`src/rtl/boot_ctrl.sv`:
```
// boot_ctrl: boot and debug controller for the 8-bit microcpu system.
//
// While the CPU is halted the host owns the memory bus and can set an
// address pointer, write bytes and read them back. A run command releases
// the CPU from reset and hands it the bus. A halt command waits for any CPU
// store in flight to finish (DRAIN) before taking the bus back.
//
// Ports:
//   clk, rst                      clock, asynchronous active-high reset
//   host_valid/cmd/data/ready     host command port (0 addr, 1 wr, 2 rd, 3 run/halt)
//   rsp_valid, rsp_data           read-back byte, one-cycle pulse
//   running, cpu_rst              CPU owns the bus / CPU reset (both registered)
//   cpu_write/read/address/dout   CPU bus master side
//   cpu_din                       CPU read data (mem_rdata)
//   mem_write/read/address/wdata  memory bus
//   mem_rdata                     memory read data (combinational on mem_address)
module boot_ctrl #(
    parameter int ADDR_W = 8,
    parameter int DATA_W = 8
) (
    input  logic              clk,
    input  logic              rst,
    input  logic              host_valid,
    input  logic [1:0]        host_cmd,
    input  logic [DATA_W-1:0] host_data,
    output logic              host_ready,
    output logic              rsp_valid,
    output logic [DATA_W-1:0] rsp_data,
    output logic              running,
    output logic              cpu_rst,
    input  logic              cpu_write,
    input  logic              cpu_read,
    input  logic [ADDR_W-1:0] cpu_address,
    input  logic [DATA_W-1:0] cpu_dout,
    output logic [DATA_W-1:0] cpu_din,
    output logic              mem_write,
    output logic              mem_read,
    output logic [ADDR_W-1:0] mem_address,
    output logic [DATA_W-1:0] mem_wdata,
    input  logic [DATA_W-1:0] mem_rdata
);

    typedef enum logic [2:0] {
        HALT,
        WR,
        RD,
        RUN,
        DRAIN
    } state_e;

    state_e            state_q, state_d;
    logic [ADDR_W-1:0] ptr_q, ptr_d;
    logic [DATA_W-1:0] wdata_q, wdata_d;
    logic              rsp_valid_q, rsp_valid_d;
    logic [DATA_W-1:0] rsp_data_q, rsp_data_d;
    logic              cpu_rst_q, cpu_rst_d;
    logic              running_q, running_d;
    logic              accept;

    assign host_ready = (state_q == HALT) || (state_q == RUN);
    assign accept     = host_valid && host_ready;

    assign rsp_valid  = rsp_valid_q;
    assign rsp_data   = rsp_data_q;
    assign cpu_rst    = cpu_rst_q;
    assign running    = running_q;
    assign cpu_din    = mem_rdata;

    always_ff @(posedge clk or posedge rst) begin
        if (rst) begin
            state_q     <= HALT;
            ptr_q       <= '0;
            wdata_q     <= '0;
            rsp_valid_q <= 1'b0;
            rsp_data_q  <= '0;
            cpu_rst_q   <= 1'b1;
            running_q   <= 1'b0;
        end else begin
            state_q     <= state_d;
            ptr_q       <= ptr_d;
            wdata_q     <= wdata_d;
            rsp_valid_q <= rsp_valid_d;
            rsp_data_q  <= rsp_data_d;
            cpu_rst_q   <= cpu_rst_d;
            running_q   <= running_d;
        end
    end

    always_comb begin
        state_d     = state_q;
        ptr_d       = ptr_q;
        wdata_d     = wdata_q;
        rsp_valid_d = 1'b0;
        rsp_data_d  = rsp_data_q;

        case (state_q)
            HALT: begin
                if (accept) begin
                    case (host_cmd)
                        2'd0: ptr_d = ADDR_W'(host_data);
                        2'd1: begin
                            wdata_d = host_data;
                            state_d = WR;
                        end
                        2'd2: state_d = RD;
                        default: begin
                            if (host_data[0]) state_d = RUN;
                        end
                    endcase
                end
            end
            WR: begin
                ptr_d   = ptr_q + 1'b1;
                state_d = HALT;
            end
            RD: begin
                rsp_valid_d = 1'b1;
                rsp_data_d  = mem_rdata;
                ptr_d       = ptr_q + 1'b1;
                state_d     = HALT;
            end
            RUN: begin
                // Commands 0..2 are accepted but have no effect while running.
                if (accept && host_cmd == 2'd3 && !host_data[0]) begin
                    state_d = cpu_write ? DRAIN : HALT;
                end
            end
            DRAIN: begin
                if (!cpu_write) state_d = HALT;
            end
            default: state_d = HALT;
        endcase

        // Derived from the next state so both flops change on the same edge
        // as the state register.
        running_d = (state_d == RUN) || (state_d == DRAIN);
        cpu_rst_d = !running_d;
    end

    // Bus mux: select comes from registered state only, so a host strobe
    // and a CPU strobe can never be driven in the same cycle.
    always_comb begin
        mem_write   = 1'b0;
        mem_read    = 1'b0;
        mem_address = ptr_q;
        mem_wdata   = '0;
        case (state_q)
            WR: begin
                mem_write = 1'b1;
                mem_wdata = wdata_q;
            end
            RD: mem_read = 1'b1;
            RUN, DRAIN: begin
                mem_write   = cpu_write;
                mem_read    = cpu_read;
                mem_address = cpu_address;
                mem_wdata   = cpu_dout;
            end
            default: ;
        endcase
    end

endmodule

```
`config.mk`:
```
export PLATFORM = sky130hd
export DESIGN_NAME = boot_ctrl
export DESIGN_NICKNAME = d
export VERILOG_FILES = /design/src/rtl/boot_ctrl.sv
export SDC_FILE = /design/constraint.sdc
export NUM_CORES = 1
export LEC_CHECK = 0
export CAP_MARGIN = 20
export CORE_UTILIZATION = 42
export CTS_CLUSTER_SIZE = 20
export DETAILED_ROUTE_END_ITERATION = 10
export PLACE_DENSITY = 0.87
export SLEW_MARGIN = 0
export SYNTH_ARGS = -nofsm -noshare
export SYNTH_HDL_FRONTEND = slang
export SYNTH_SLANG_ARGS = --single-unit
```
`constraint.sdc`:
```
create_clock -name clk -period 2.35 [get_ports clk]
set_clock_uncertainty 0.05 [all_clocks]
set_input_delay 0.705 -clock clk [delete_from_list [all_inputs] [get_ports clk]]
set_output_delay 0.705 -clock clk [all_outputs]
set_load 0.01 [all_outputs]
```
# Yosys cells after proc, flatten, opt, wreduce, memory -nomap -nowiden
# Cells that the tools add are included.
[word_totals]
reg_bits = 30
output_inout_bits = 38
wordCells = 48
[op_classes]
addsub = 1
n_eq_ne = 11
mux = 15
reduce_logical = 14
[ops]
columns = ["operator", "n"]
rows = [
  ["8-bit one-hot mux with 2 select lines", 2],
  ["8-bit 2-to-1 mux", 3],
  ["3-bit one-hot mux with 3 select lines", 2],
  ["3-bit 2-to-1 mux", 5],
  ["3-bit by 2-bit == test with 1-bit output (second input constant)", 3],
  ["8-bit by 1-bit adder with 8-bit output (second input constant)", 1],
  ["3-bit == test (second input constant)", 2],
  ["3-bit AND reduction", 2],
  ["2-bit == test (second input constant)", 2],
  ["1-bit one-hot mux with 2 select lines", 2],
  ["2-bit OR reduction", 2],
  ["3-bit by 1-bit == test with 1-bit output (second input constant)", 1],
  ["1-bit logical AND", 3],
  ["3-bit logical NOT", 1],
  ["2-bit by 1-bit == test with 1-bit output (second input constant)", 1],
  ["1-bit logical NOT", 2],
  ["2-bit logical NOT", 1],
  ["1-bit logical OR", 2],
  ["2-bit by 1-bit inequality test with 1-bit output (second input constant)", 1],
  ["2-bit inequality test (second input constant)", 1],
  ["2-bit nonzero test", 1],
  ["1-bit 2-to-1 mux", 1],
]

# Logic depth before layout (Yosys ltp)
# Gate-level depths: netlist of run 1.
[logic_depth]
ltp_word = 10
mapped_depth = 6
mapped_depth_nobuf = 4

# Worst setup path after synthesis of run 1
# OpenSTA, ideal clock, no wires.
[synth_timing]
path_type = "reg2out"
from = "reg state_q[0]"
to = "out mem_address[0]"
arrival_ns = 1.417
required_time_ns = 1.595
setup_slack_ns = 0.178
stages_incl_launch_ff = 6
path_cell_list = "dfrtp_1 > buf_4 > nand2_1 > nor2_2 > a21oi_2 > mux2_2"
[synth_via]
elab_chain_cells = 3
elab_cells_between_ends = 4
cone_classes = "2 x eq/ne; 1 x mux; 1 x reduce/logical"
[synth_lines]
columns = ["item", "line", "source"]
rows = [
  ["start, declared", "51", "state_e state_q, state_d;"],
  ["start signal, assigned", "79", "state_q <= state_d;"],
  ["3-bit by 2-bit == test with 1-bit output / 3-bit == test (equally long branches)", "147", "case (state_q)"],
  ["2-bit OR reduction (*)", "147", ""],
  ["8-bit 2-to-1 mux (*)", "147", ""],
  ["end, declared", "38", "output logic [ADDR_W-1:0] mem_address,"],
]
# Every way passes the cells marked *; elsewhere a longest branch is shown, timed or not.

# Worst setup path in the final report of run 1
[layout_timing]
from = "reg state_q[0]"
to = "out mem_address[1]"
# Same word-level chain as after synthesis.

==> flow_summary.json, run 1 <==
{
  "status": "finished, violations left",
  "violations": "negative setup slack",
  "startpoint_type": "register",
  "r2r-start": "state_q[0]",
  "yosysWarningCount": 0,
  "grt_pass1_wl_um": 7431,
  "clockRootBuffer": "clkbuf_8",
  "firstDrtPassIters": 4,
  "wl_per_cell_um": 15.14,
  "period_minus_slack_ns": 2.482,
  "r2r_cells": 7,
  "grt_max_degree": 31,
  "worst-path-max-fanout": 5,
  "hold_end": "wdata_q[2]",
  "finalSetupViolations": 13,
  "tns_ns": -0.7693,
  "cts_tree": "yes",
  "clk_pin_slew_worst_paths_ns": 0.07,
  "fmax_mhz": 402.9,
  "insertion_delay_ns": 0.29,
  "drc": 0,
  "netlist_area_um2": 1742,
  "coreArea_um2": 4000,
  "leakagePower_nw": 1.283,
  "crit_path_top_delay_cell": "dfrtp_1",
  "regToRegEndpoint": "ptr_q[5]",
  "io_pins": 77,
  "rsz0062_at_grt": "yes",
  "start_util": 0.4354,
  "antenna_cells": 0,
  "syn_to_final_growth_pct": 65.59,
  "pre_cts_slack_ns": -0.4707,
  "r2r_slack_ns": 0.35,
  "cts_sinks": 30,
  "drtIter0Drc": 103,
  "synth_edf_count": 0,
  "hp-start": "wdata_q[2]",
  "place_inst": 308,
  "place.gp.congestion": 0.8695,
  "max_stage_delay_ns": 0.42,
  "drv_slew": 0,
  "syn-mean-instance-area_um2": 10.01,
  "synthTopCellsByArea": "dfrtp_1 42%, mux2_2 16%, nand2_1 4.1%",
  "ys_types": 42,
  "io_buffers": 76,
  "endpoint_kind": "output pin",
  "dp_hpwl_um": 3210,
  "die_h_um": 66.40,
  "peakVddDrop_v": 0.0005786,
  "finalCritPeriodShare": 1.056,
  "hold_class": "register to register",
  "grt_pass1_vias": 1654,
  "grt_usage": 0.2249,
  "max_slew_margin": 0.6145,
  "p_per_area_nw_per_um2": 776.7,
  "whs_path_depth": 1,
  "crit_chain": "nand2_2 -> nor2_4 -> a21oi_4 -> buf_6 -> buf_6 -> mux2_4 -> buf_6",
  "overflow": 0,
  "synthArstFlopShare": 1.000,
  "worst_slack_ns": -0.1322,
  "final_cell_count_no_fill": 324,
  "placed_area_um2": 2646,
  "yosysTopAreaCell": "dfrtp_1",
  "via_count": 1747,
  "netlist_instances": 174,
  "die_w_um": 66.40,
  "ys_seq_elements": 30,
  "ys_seq_area_frac": 0.4318,
  "clockBufferDepth": 2,
  "cap_violations": 0,
  "synth-main-ff-cell": "dfrtp_1",
  "syn_nets": 214,
  "fp-row-count": 23,
  "cts_made_buffers": 5,
  "antenna_found_initial": 0,
  "via_per_inst": 5.392,
  "htreeDepth": 2,
  "die_area_um2": 4408,
  "cp.required_ns": 1.59,
  "path_common_cell": "buf_6",
  "synth_top_cell_area_share": 0.4167,
  "crit_arrival_ns": 1.73,
  "p_total_w": 0.002240,
  "wirelength_um": 4904,
  "final_nets": 313,
  "fin_area_um2": 2884,
  "drive_gt1_frac": 0.3759,
  "antenna_left": 0,
  "final_hold_viol_count": 0,
  "tightest_slew_ns": 0.5761,
  "worstSetupPathType": "register to output pin"
}
## layer usage
layer	track usage	vias to the layer above	routed length (um)
li1	-	832	-
met1	0.2730	834	2035
met2	0.3903	75	2480
met3	0.06207	6	341
met4	0.05585	0	46
met5	0	-	0
## logic make-up (layout without fill, tap and decap cells)
family / Yosys count / after routing / share of synthesized area
AND/OR/NAND/NOR: 55 / 55 / 0.1609
AO/OA/AOI/OAI: 42 / 42 / 0.1688
flip-flops: 30 / 30 / 0.4318
multiplexers: 25 / 25 / 0.1609
buffers and inverters: 20 / 120 / 0.06536
adder cells (fa/ha/maj): 1 / 1 / 0.007183
XOR/XNOR: 1 / 1 / 0.005030
## how the worst max path moves through the flow
stage                     slack [ns]  cells past startpoint       start             end
after global routing           -0.18                      7  state_q[0]  mem_address[1]
final                          -0.13                      7  state_q[0]  mem_address[1]
after floorplan                 0.18                      5  state_q[0]  mem_address[0]
after CTS                      -0.09                      7  state_q[1]  mem_address[5]
after global placement         -0.47                      6   cpu_write       mem_write
after detailed placement       -0.47                      6   cpu_write       mem_write
## repair_timing
| item | CTS | global route |
|---|---|---|
| buffers inserted | 9 | 1 |
| hold buffers | 0 | 0 |
| gates cloned | 0 | 1 |
| endpoints found under the setup margin | 27 | 19 |
| resized for setup | 107 | 24 |
| pin swaps | 2 | 2 |
| endpoints found under the hold margin | 0 | 0 |
## registers in the layout, indices dropped and copies added, names as in the netlist
| name | flops |
|---|---|
| rsp_data | 8 |
| cpu_rst | 1 |
| wdata_q | 8 |
| rsp_valid | 1 |
| state_q | 3 |
| ptr_q | 8 |
| running | 1 |
## synth_stat cells, types with 2 or more instances
cell type / count
dfrtp_1: 29
mux2_2: 24
nand2_1: 19
o21ai_0: 11
a22oi_1: 9
buf_4: 9
nor2_1: 8
nand3_1: 6
a21oi_1: 5
nor2b_1: 5
inv_1: 4
buf_2: 3
clkbuf_1: 3
nand4_1: 3
nor3_1: 3
o221a_2: 3
a31oi_1: 2
and2_1: 2
nor2_2: 2
o21bai_1: 2
## through the flow
stage | hold WS (ns) | util
2_1_floorplan | 0.4303 | -
3_3_place_gp | 0.4386 | 0.6616
3_5_place_dp | 0.4476 | 0.6616
4_1_cts | 0.4636 | 0.7032
5_1_grt | 0.4828 | 0.7210
6_report | 0.4606 | 0.7210
## power by group
part / internal, W / switching [W] / total (W)
Sequential: 0.000678 / 0.000141 / 0.000819
Combinational: 0.000598 / 0.000382 / 0.000980
Clock: 0.000235 / 0.000206 / 0.000441
Total: 0.00151 / 0.000729 / 0.00224
## layout make-up
class,count,area [um^2]
clock inverter,2,12.51
fill,320,1116
sequential,30,753.2
clock buffer,6,82.58
timing repair buffer,108,985.9
multi-input combinational,124,972.2
tap,50,62.56
inverter,4,15.01
## critical path: cells and delay by family (launching register included)
kind / cells / cell delay [ns]
buffers and inverters: 3 / 0.38
and+or+nand+nor: 2 / 0.17
DFF: 1 / 0.42
muxes: 1 / 0.29
AOI/OAI and AO/OA: 1 / 0.17
## layout by cell type (no fill, tap or decap), types with 2 or more instances in the layout
| cell type | n |
|---|---|
| nand2_1 | 18 |
| and2_1 | 2 |
| dfrtp_1 | 28 |
| a31oi_1 | 2 |
| o221a_2 | 3 |
| a21oi_1 | 5 |
| o21bai_1 | 2 |
| buf_2 | 10 |
| a22oi_1 | 3 |
| inv_1 | 4 |
| buf_4 | 22 |
| buf_6 | 18 |
| nand3_1 | 6 |
| mux2_2 | 16 |
| dlygate4sd2_1 | 8 |
| clkdlybuf4s50_1 | 48 |
| nor3_1 | 3 |
| a22oi_2 | 6 |
| nor2b_1 | 3 |
| o21ai_1 | 4 |
| clkbuf_8 | 6 |
| mux2_4 | 8 |
| o21ai_0 | 7 |
| nor2_1 | 8 |
| nand4_1 | 3 |
Note: power is estimated with default switching activity, not from simulation.
==> run 2, diff against run 1 <==
CAP_MARGIN = 0   (was 20)
==> results of run 2 <==
No change in the layout: final DEF, timing and power equal those of run 1.
==> run 3, diff against run 2 <==
CORE_ASPECT_RATIO = 0.7   (was not set)
==> run 3 against run 2 <==
Effect of this change: the flow still finishes with violations (negative setup slack); clock power decreased by 2%; global-route usage increased by 0.085 points; largest power group unchanged; cell area increased by 0.91%; total power increased by 0.88%; register-to-register slack about the same.
==> flow_summary.json, run 3 (synthesized netlist as in run 1, its figures left out) <==
{
  "io_buffers": 76,
  "fillers": 280,
  "final_hold_viol_count": 0,
  "tightest_slew_ns": 0.5421,
  "pre_cts_slack_ns": -0.4633,
  "max_slew_margin": 0.6373,
  "highest_layer": "met4",
  "dr_wl_met2_um": 2318,
  "period_minus_slack_ns": 2.422,
  "clk_pin_slew_worst_paths_ns": 0.07,
  "final_nets": 312,
  "utilization": 0.7375,
  "endpoint_kind": "output pin",
  "die_h_um": 55.88,
  "crit_chain": "buf_6 -> buf_6 -> nor2b_4 -> buf_6 -> buf_6 -> a22oi_1 -> o21ai_1 -> buf_2",
  "p_total_w": 0.002260,
  "worstSetupPathType": "register to output pin",
  "rsz0062_at_grt": "yes",
  "drtIter0Drc": 138,
  "max_stage_delay_ns": 0.45,
  "die_area_um2": 4412,
  "grt_usage": 0.2257,
  "wl_met1_um": 2263,
  "wl_met3_um": 422,
  "io_pins": 77,
  "wirelength_um": 5073,
  "syn_to_final_growth_pct": 67.10,
  "grt_pass1_wl_um": 7596,
  "drive_gt1_frac": 0.3663,
  "p_per_area_nw_per_um2": 776.4,
  "drv_slew": 0,
  "die_w_um": 78.97,
  "cp_num_buf_inv": 5,
  "place.gp.congestion": 0.8505,
  "worst-path-max-fanout": 6,
  "cts_sinks": 30,
  "cpLargestDelayFamily": "buffers and inverters",
  "leakagePower_nw": 1.299,
  "firstDrtPassIters": 4,
  "dp_hpwl_um": 3533,
  "hold_ws_ns": 0.4576,
  "peakVddDrop_v": 0.0005645,
  "clockBufferDepth": 2,
  "antenna_left": 0,
  "grt_pass1_vias": 1646,
  "layout_common_cells": "48 x clkdlybuf4s50_1, 27 x dfrtp_1, 21 x buf_4",
  "drc": 0,
  "cp.required_ns": 1.59,
  "worst_slack_ns": -0.07227,
  "finalCritPeriodShare": 1.031,
  "path_common_cell": "buf_6",
  "startpoint_type": "register",
  "htreeDepth": 2,
  "coreArea_um2": 3946,
  "fmax_mhz": 412.8,
  "via_count": 1749,
  "crit_path_top_delay_cell": "dfrtp_2",
  "violations": "negative setup slack",
  "cap_violations": 0,
  "via_per_inst": 5.382,
  "antenna_cells": 0,
  "clockRootBuffer": "clkbuf_8",
  "cts_made_buffers": 5,
  "layout_commonest_cell": "clkdlybuf4s50_1",
  "start_util": 0.4413,
  "grt_max_degree": 31,
  "antenna_found_initial": 0,
  "finalSetupViolations": 14,
  "insertion_delay_ns": 0.29,
  "status": "finished, violations left",
  "overflow": 0,
  "cts_tree": "yes",
  "crit_arrival_ns": 1.67,
  "wl_per_cell_um": 15.61,
  "hold_class": "register to register",
  "fp-row-count": 19
}
[run 3: cell type report]
| type | instances | area, um^2 | area share |
|---|---|---|---|
| Sequential cell | 30 | 754.5 | 0.2592 |
| Tap cell | 52 | 65.06 | 0.02236 |
| Timing Repair Buffer | 106 | 985.9 | 0.3388 |
| Inverter | 4 | 15.01 | 0.005159 |
| Multi-Input combinational cell | 125 | 998.5 | 0.3431 |
| Clock buffer | 7 | 86.33 | 0.02966 |
| Clock inverter | 1 | 5.005 | 0.001720 |
[run 3: layer usage]
| metal | vias to the layer above | GRT usage |
|---|---|---|
| met3 | 9 | 0.06230 |
| met4 | 0 | 0.07013 |
| met5 | - | 0 |
| met2 | 90 | 0.3719 |
| li1 | 831 | - |
| met1 | 819 | 0.2881 |
[run 3: where the power goes]
part / total [W] / internal [W] / switching [W]
sequential: 0.000831 / 0.000678 / 0.000153
combinational: 0.000994 / 0.000604 / 0.000390
clock: 0.000434 / 0.000236 / 0.000199
[run 3: metrics by stage]
step,instance area [um^2],cells,setup TNS [ns]
5_1_grt,2910,325,-1.670
2_1_floorplan,1742,174,0
3_3_place_gp,2654,309,-6.574
3_5_place_dp,2654,309,-7.063
6_report,2910,325,-0.7564
4_1_cts,2740,321,-0.6934
[run 3: timing repair]
item	CTS	global route
hold endpoints to repair	0	0
pin swaps	0	11
endpoints found under the setup margin	27	19
gates cloned	0	2
hold buffers	0	0
gates resized for setup	104	31
setup buffers	5	4
[run 3: final timing paths]
| kind | from | cells after the start | slack, ns | to |
|---|---|---|---|---|
| setup / recovery | state_q[0] | 8 | -0.07 | mem_wdata[7] |
| hold / removal | wdata_q[3] | 1 | 0.46 | wdata_q[3] |
| setup reg to reg | state_q[0] | 7 | 0.34 | ptr_q[6] |
| hold reg to reg | wdata_q[3] | 1 | 0.46 | wdata_q[3] |
| max in group asynchronous | rst | 3 | 1.19 | cpu_rst |
| min in group asynchronous | rst | 3 | 0.75 | ptr_q[5] |
